==> src/rtl/bicubic_out_serializer.sv <==
// bicubic_out_serializer
// Captures the four interpolated pixels presented on each active cycle as one
// FIFO entry and replays them one pixel per transfer on a valid/ready stream,
// lane 0 first. The interpolator cannot be stalled, so a write arriving while
// the FIFO is full (and no entry is leaving) is dropped and flagged.
// Optional feature macro: BICUBIC_SER_DROPCNT_EN enables the saturating
// 16-bit dropped-entry counter on drop_cnt; otherwise drop_cnt is tied to 0.
module bicubic_out_serializer #(
    parameter int DATA_W = 8,
    parameter int DEPTH  = 8,
    parameter int AW     = 3
) (
    input  logic              clk,
    input  logic              rst,
    input  logic              act,
    input  logic [DATA_W-1:0] in_0,
    input  logic [DATA_W-1:0] in_1,
    input  logic [DATA_W-1:0] in_2,
    input  logic [DATA_W-1:0] in_3,
    output logic [DATA_W-1:0] out_pix,
    output logic              out_valid,
    input  logic              out_ready,
    output logic [AW:0]       count,
    output logic              full,
    output logic              empty,
    output logic              overflow,
    output logic [15:0]       drop_cnt
);

    localparam int ENTRY_W = 4 * DATA_W;
    localparam logic [AW:0] DEPTH_C = (AW + 1)'(DEPTH);
    localparam logic [AW:0] ZERO_C  = (AW + 1)'(0);

    // Entry storage; deliberately not reset
    logic [ENTRY_W-1:0] mem_q [DEPTH];

    logic [AW-1:0] wr_ptr_q, wr_ptr_d;
    logic [AW-1:0] rd_ptr_q, rd_ptr_d;
    logic [1:0]    lane_q,   lane_d;
    logic [AW:0]   count_q,  count_d;
    logic          overflow_q, overflow_d;

    logic          valid_s;
    logic          transfer_s;
    logic          pop_s;
    logic          wr_en_s;
    logic          drop_s;
    logic [ENTRY_W-1:0] entry_s;

    // Handshake decode: transfers, pops, accepted writes and dropped writes
    always_comb begin
        valid_s    = (count_q != ZERO_C);
        transfer_s = valid_s && out_ready;
        pop_s      = transfer_s && (lane_q == 2'd3);
        wr_en_s    = act && ((count_q < DEPTH_C) || pop_s);
        drop_s     = act && !wr_en_s;
    end

    // Next-state computation for pointers, lane, occupancy and the sticky flag
    always_comb begin
        wr_ptr_d   = wr_ptr_q;
        rd_ptr_d   = rd_ptr_q;
        lane_d     = lane_q;
        count_d    = count_q;
        overflow_d = overflow_q;

        if (wr_en_s) begin
            wr_ptr_d = wr_ptr_q + {{(AW-1){1'b0}}, 1'b1};
        end else begin
            wr_ptr_d = wr_ptr_q;
        end

        // lane is 2 bits wide, so 3 -> 0 on a pop comes for free
        if (transfer_s) begin
            lane_d = lane_q + 2'd1;
        end else begin
            lane_d = lane_q;
        end

        if (pop_s) begin
            rd_ptr_d = rd_ptr_q + {{(AW-1){1'b0}}, 1'b1};
        end else begin
            rd_ptr_d = rd_ptr_q;
        end

        case ({wr_en_s, pop_s})
            2'b10:   count_d = count_q + (AW + 1)'(1);
            2'b01:   count_d = count_q - (AW + 1)'(1);
            default: count_d = count_q;
        endcase

        if (drop_s) begin
            overflow_d = 1'b1;
        end else begin
            overflow_d = overflow_q;
        end
    end

    // Control state registers
    always_ff @(posedge clk or posedge rst) begin
        if (rst) begin
            wr_ptr_q   <= {AW{1'b0}};
            rd_ptr_q   <= {AW{1'b0}};
            lane_q     <= 2'd0;
            count_q    <= ZERO_C;
            overflow_q <= 1'b0;
        end else begin
            wr_ptr_q   <= wr_ptr_d;
            rd_ptr_q   <= rd_ptr_d;
            lane_q     <= lane_d;
            count_q    <= count_d;
            overflow_q <= overflow_d;
        end
    end

    // Entry write port; lane 0 lands in the least significant field
    always_ff @(posedge clk) begin
        if (wr_en_s) begin
            mem_q[wr_ptr_q] <= {in_3, in_2, in_1, in_0};
        end
    end

    // First-word fall-through pixel select; forced to zero while empty
    always_comb begin
        entry_s = mem_q[rd_ptr_q];
        out_pix = {DATA_W{1'b0}};
        if (valid_s) begin
            case (lane_q)
                2'd0:    out_pix = entry_s[0*DATA_W +: DATA_W];
                2'd1:    out_pix = entry_s[1*DATA_W +: DATA_W];
                2'd2:    out_pix = entry_s[2*DATA_W +: DATA_W];
                2'd3:    out_pix = entry_s[3*DATA_W +: DATA_W];
                default: out_pix = {DATA_W{1'b0}};
            endcase
        end else begin
            out_pix = {DATA_W{1'b0}};
        end
    end

    assign out_valid = valid_s;
    assign count     = count_q;
    assign full      = (count_q == DEPTH_C);
    assign empty     = (count_q == ZERO_C);
    assign overflow  = overflow_q;

`ifdef BICUBIC_SER_DROPCNT_EN
    logic [15:0] drop_cnt_q, drop_cnt_d;

    // Saturating count of dropped entries
    always_comb begin
        if (drop_s && (drop_cnt_q != 16'hFFFF)) begin
            drop_cnt_d = drop_cnt_q + 16'd1;
        end else begin
            drop_cnt_d = drop_cnt_q;
        end
    end

    // Dropped-entry counter register
    always_ff @(posedge clk or posedge rst) begin
        if (rst) begin
            drop_cnt_q <= 16'd0;
        end else begin
            drop_cnt_q <= drop_cnt_d;
        end
    end

    assign drop_cnt = drop_cnt_q;
`else
    assign drop_cnt = 16'd0;
`endif

endmodule

==> config.mk <==
export PLATFORM = sky130hd
export DESIGN_NAME = bicubic_out_serializer
export DESIGN_NICKNAME = d
export VERILOG_FILES = /design/src/rtl/bicubic_out_serializer.sv
export SDC_FILE = /design/constraint.sdc
export NUM_CORES = 1
export LEC_CHECK = 0
export BUFFER_PORTS_ARGS = -buffer_cell sky130_fd_sc_hd__clkbuf_2
export CAP_MARGIN = 5
export CORE_ASPECT_RATIO = 0.6
export CORE_MARGIN = 2
export CORE_UTILIZATION = 60
export DETAILED_ROUTE_END_ITERATION = 7
export PLACE_DENSITY = 0.82
export SYNTH_ARGS = -nofsm -noshare
export SYNTH_HDL_FRONTEND = slang
export SYNTH_SLANG_ARGS = --single-unit
==> constraint.sdc <==
create_clock -name clk -period 9.5 [get_ports clk]
set_input_delay 0.475 -clock clk [delete_from_list [all_inputs] [get_ports clk]]
set_output_delay 0.475 -clock clk [all_outputs]
set_load 0.005 [all_outputs]
# Word level (Yosys, flattened, before mapping)
# Memory sizes are Yosys's and may differ from the RTL's.
# Cells that the tools add are included.
# W data, S select, Z words.
# totals
input_bits,36
mem_count,1
ram_bits,256
output_inout_bits,32
reg_bits,13
# op_classes
n_addsub,5
reduce_logical,10
n_eq_ne,6
mux,5
order_cmp,1
# memory_table
name,depth,word_bits,read_ports,rd_ports_with_merged_regs,write_ports,line,text
mem_q,8,32,1,0,1,35,logic [ENTRY_W-1:0] mem_q [DEPTH];
# ops
operator,n
$pmux W8 S4,1
$mux W8,1
$pmux W4 S2,1
$add A3 B1 Y3 const B,2
$eq A2 B2 Y1 const B,3
$add A4 B1 Y4 const B,1
$eq A2 B1 Y1 const B,2
$eq A4 B4 Y1 const B,1
$logic_and A1 B1 Y1,4
$logic_not A4 Y1,1
$lt A4 B4 Y1 const B,1
$reduce_bool A4 Y1,1
$sub A4 B1 Y4 const B,1
$add A2 B1 Y2 const B,1
$logic_not A2 Y1,1
$mux W1,2
$reduce_bool A2 Y1,1
$logic_not A1 Y1,1
$logic_or A1 B1 Y1,1

# Depth between registers and ports, before layout
# depth
ltp_word,7
mapped_depth,12
ltp_nobuf,11

# Least setup slack after synthesis
# OpenSTA, ideal clock, no wires.
# synth_timing
path_type,register to register
start,register lane_q[0]
end,memory mem_q[0][0] (netlist name) (enable)
setup_slack_ps,5568
path_stages_with_launch,7
required_time_ps,9039
arrival_ps,3471
synth_period_minus_slack_ps,3932
setup_time_ps,461
path_cell_list,dfrtp_1 -> ha_1 -> clkbuf_1 -> a21bo_2 -> and2_1 -> nand2b_1 -> nor3_1
# synth_between
elab_chain_cells,6
# synth_rtl
element,line,text
start: declaration,39,"logic [1:0] lane_q, lane_d;"
start signal: assignment,110,lane_q <= lane_d;
$eq A2 B2 Y1,54,pop_s = transfer_s && (lane_q == 2'd3);
$logic_and A1 B1 Y1,54,
$logic_or A1 B1 Y1,55,wr_en_s = act && ((count_q < DEPTH_C) || pop_s);
$logic_and A1 B1 Y1,55,
$mux W1,118,if (wr_en_s) begin
$mux W1 (implied by the code),119,"mem_q[wr_ptr_q] <= {in_3, in_2, in_1, in_0};"
end: declaration,35,
# Every way passes these cells.

# Worst setup path in the final report
# layout_timing
start,register rd_ptr_q[0]
end,output port out_pix[7]
# layout_between
elab_chain_cells,3
# layout_rtl
element,line,text
start: declaration,38,"logic [AW-1:0] rd_ptr_q, rd_ptr_d;"
start signal: assignment,103,rd_ptr_q <= {AW{1'b0}};
start signal: assignment,109,rd_ptr_q <= rd_ptr_d;
$mem_v2 Z8 W32,n/a,
$pmux W8 S4,128,case (lane_q)
$mux W8,127,if (valid_s) begin
end: declaration,20,"output logic [DATA_W-1:0] out_pix,"
# Every way passes these cells.

==> impl_metrics.csv <==
group,metric,value,unit
clocking,cts.htree.levels,1,
logic_synthesis,ys_seq_area_frac,0.747,
critical_path,critPathArrivalTime,3.21,ns
routing,top_layer,"met5",
routing,vias_per_cell,6.32,
logic_synthesis,synth_top_area_share,0.717,
critical_path,startpoint,"rd_ptr_q[0]",
logic_synthesis,synth.avg_cell_area,20.0,um2
die,die_h,108,um
cells_and_area,syn_to_final_growth,10.8,%
sta,rsz0062_at_grt,"false",
global_routing,grt_start_max_net_pins,65,
global_routing,grt_pass1_wl,32.8,mm
critical_path,cp_max_fo,50,
routing,drc,0,
sta,worst_pin_slew,1.24,ns
critical_path,critPathCaptureType,"primary output",
power_and_ir_drop,p_leak,3.87,nW
logic_synthesis,synth_top_area_cell,"edfxtp_1",
logic_synthesis,async_flop_share,0.0483,
logic_synthesis,post_synth_num_cell_types,37,
power_and_ir_drop,combinationalPowerShare,0.288,
power_and_ir_drop,p_int,2.32,mW
clocking,ctsRootBufferMaster,"clkbuf_16",
clocking,clkLatencyLatePin,0.51,ns
logic_synthesis,ys_ff_latch,269,
routing,dr_wl_met3,2.04,mm
die,dieArea,19000,um2
routing,wire_per_inst,25.9,um
sta,hold_viol_final,0,
clocking,cts_resized,0,
routing,first_pass_iters,5,
global_routing,grt_pass1_vias,5460,
min_path,min_from,"in_0[6]",
clocking,cts_buffer_depth,3,
critical_path,path_class,"reg2out",
cells_and_area,fillerInstances,1088,
die,core_area,17300,um2
global_routing,grt_overflow_total,0,
routing,antenna_left,0,
critical_path,worstSetupStartpointType,"flop",
place,place_hpwl,12.5,mm
cells_and_area,drive_gt1_frac,0.289,
clocking,cts_inserted_buffers,24,
die,initial_utilization,0.620,
power_and_ir_drop,power.density,277,nW/um2
routing,drt_wl_total,21.8,mm
routing,wl_met2,10.2,mm
logic_synthesis,syn_area,10700,um2
critical_path,rr_startpoint,"lane_q[0]",
cells_and_area,fin_nets,638,
outcome,outcome,"finished clean",
logic_synthesis,synth_flop_cell,"edfxtp_1",
power_and_ir_drop,swShare,0.298,
die,die_w,177,um
power_and_ir_drop,power_frac_clock,0.277,
place,globalplace.congestion,0.739,
cells_and_area,fin_area,11900,um2
logic_synthesis,synth_cells,537,
cells_and_area,n_antenna_cell,0,
sta,fmax,271,MHz
place,placed_cell_area,11200,um2
logic_synthesis,ys_warn_count,0,
flow_run,maxCapViolCount,0,
global_routing,antenna_found_initial,1,
power_and_ir_drop,peakVddDrop,197,uV
clocking,ctsHoldBuffers,1,
sta,skew,0.0104,ns
place,numPortBuffers,51,
logic_synthesis,synth_edf_count,256,
clocking,cts_setup_buffers,0,
sta,slew_violations,0,
die,ios,68,
power_and_ir_drop,switching_power,0.984,mW
clocking,cts_tree,"built",
sta,fin_crit_sh,0.388,
critical_path,worstPathRequired,9.03,ns
clocking,path_clk_slew,0.06,ns
sta,final.min_clock_period,3.69,ns
routing,wl_met1,9.22,mm
logic_synthesis,synth_area_leaders,"edfxtp_1 72%, mux4_2 12%, dfrtp_1 3.0%",
min_path,hp-class,"in2reg",
global_routing,grt_use_total,0.239,
routing,dr.first_iter.drc_count,618,
sta,setup_viol,0,
routing,dr_total_vias,5328,
die,num_rows,37,
power_and_ir_drop,pwr-share-seq,0.435,
clocking,cts_sinks,269,
sta,tns,0,ns
sta,max-slew-margin-rel,0.171,
state kept, by name (all words and copies together), names as in the netlist:
signal,count
count,4
lane_q,2
mem_q,256
overflow,1
rd_ptr_q,3
wr_ptr_q,3
layer usage:
| metal | vias up | GRT usage |
|---|---|---|
| met5 | - | 0 |
| met4 | 2 | 0.0590 |
| met3 | 35 | 0.0491 |
| met2 | 271 | 0.367 |
| met1 | 2765 | 0.361 |
| li1 | 2255 | - |
layout by cell type (no fill, tap or decap), types with 9 or more instances in the layout:
master and instances:
edfxtp_1 256, mux4_2 57, clkbuf_2 51, clkbuf_16 25, a21oi_1 19, mux2_2 16, conb_1 16, nand2_1 14
o21ai_0 12, nand3_1 11, o21ai_1 10, dfrtp_1 10, ha_1 9
worst max-delay path, stage by stage (launching register included):
cell	delay, ns
dfrtp_4	0.52
buf_4	0.76
mux4_2	0.61
a22oi_1	0.19
o21ai_0	0.16
o21a_1	0.28
clkbuf_2	0.12
power groups by stage:
stage          Sequential (mW)  Clock, mW  Combinational, mW
6_report                  1.44      0.913              0.951
5_1_grt                   1.44      0.964               1.02
4_1_cts                   1.44      0.920              0.957
3_5_place_dp              1.46          0              0.948
3_3_place_gp              1.45          0              0.927
2_1_floorplan             1.43          0              0.709
final timing paths:
kind                                to  slack [ns]  cells past startpoint
setup / recovery            out_pix[7]        5.81                      6
hold / removal             mem_q[3][6]        0.23                      1
setup reg to reg           mem_q[0][9]        6.02                      6
hold reg to reg               overflow        0.47                      1
max in group asynchronous  rd_ptr_q[0]        8.56                      3
min in group asynchronous  wr_ptr_q[1]        0.53                      3
area by class of cell:
type                       instances  area (um2)  area share
tap                              234         293      0.0246
multi-input combinational        233        2520       0.212
clock inverter                     9        67.6     0.00568
inverter                           7        26.3     0.00221
sequential                       269        8020       0.674
timing repair buffer              58         310      0.0261
clock buffer                      33         656      0.0551
logic make-up (layout without fill, tap and decap cells):
kind of cell / Yosys count / after routing / synth area share
other: 1 / 16 / 0.000350
AND/OR/NAND/NOR: 50 / 50 / 0.0244
buffers and inverters: 50 / 107 / 0.0287
flip-flops: 269 / 269 / 0.747
multiplexers: 81 / 81 / 0.144
AO/OA/AOI/OAI: 69 / 69 / 0.0387
XOR/XNOR: 8 / 8 / 0.00653
adder cells (fa/ha/maj): 9 / 9 / 0.0105
synth_stat cells, drive strengths merged (5+ instances only):
master	count
a21oi	19
clkbuf	5
a22oi	8
o22ai	7
dfrtp	13
nand2	14
mux4	57
ha	9
o21ai	22
o21a	8
mux2i	8
nor2	8
xnor2	5
nand2b	6
mux2	16
buf	38
inv	7
nand3	12
edfxtp	256
stage by stage:
stage | power (mW) | setup WS [ns] | util | hold slack (ns) | cells
2_1_floorplan | 2.14 | 5.57 | - | 0.352 | 552
3_3_place_gp | 2.38 | 6.26 | 0.644 | 0.455 | 800
3_5_place_dp | 2.41 | 6.17 | 0.644 | 0.463 | 800
4_1_cts | 3.31 | 5.75 | 0.687 | 0.220 | 843
5_1_grt | 3.43 | 5.61 | 0.687 | 0.241 | 843
6_report | 3.30 | 5.81 | 0.687 | 0.233 | 843
No activity file was read; power rests on OpenSTA's default activity.
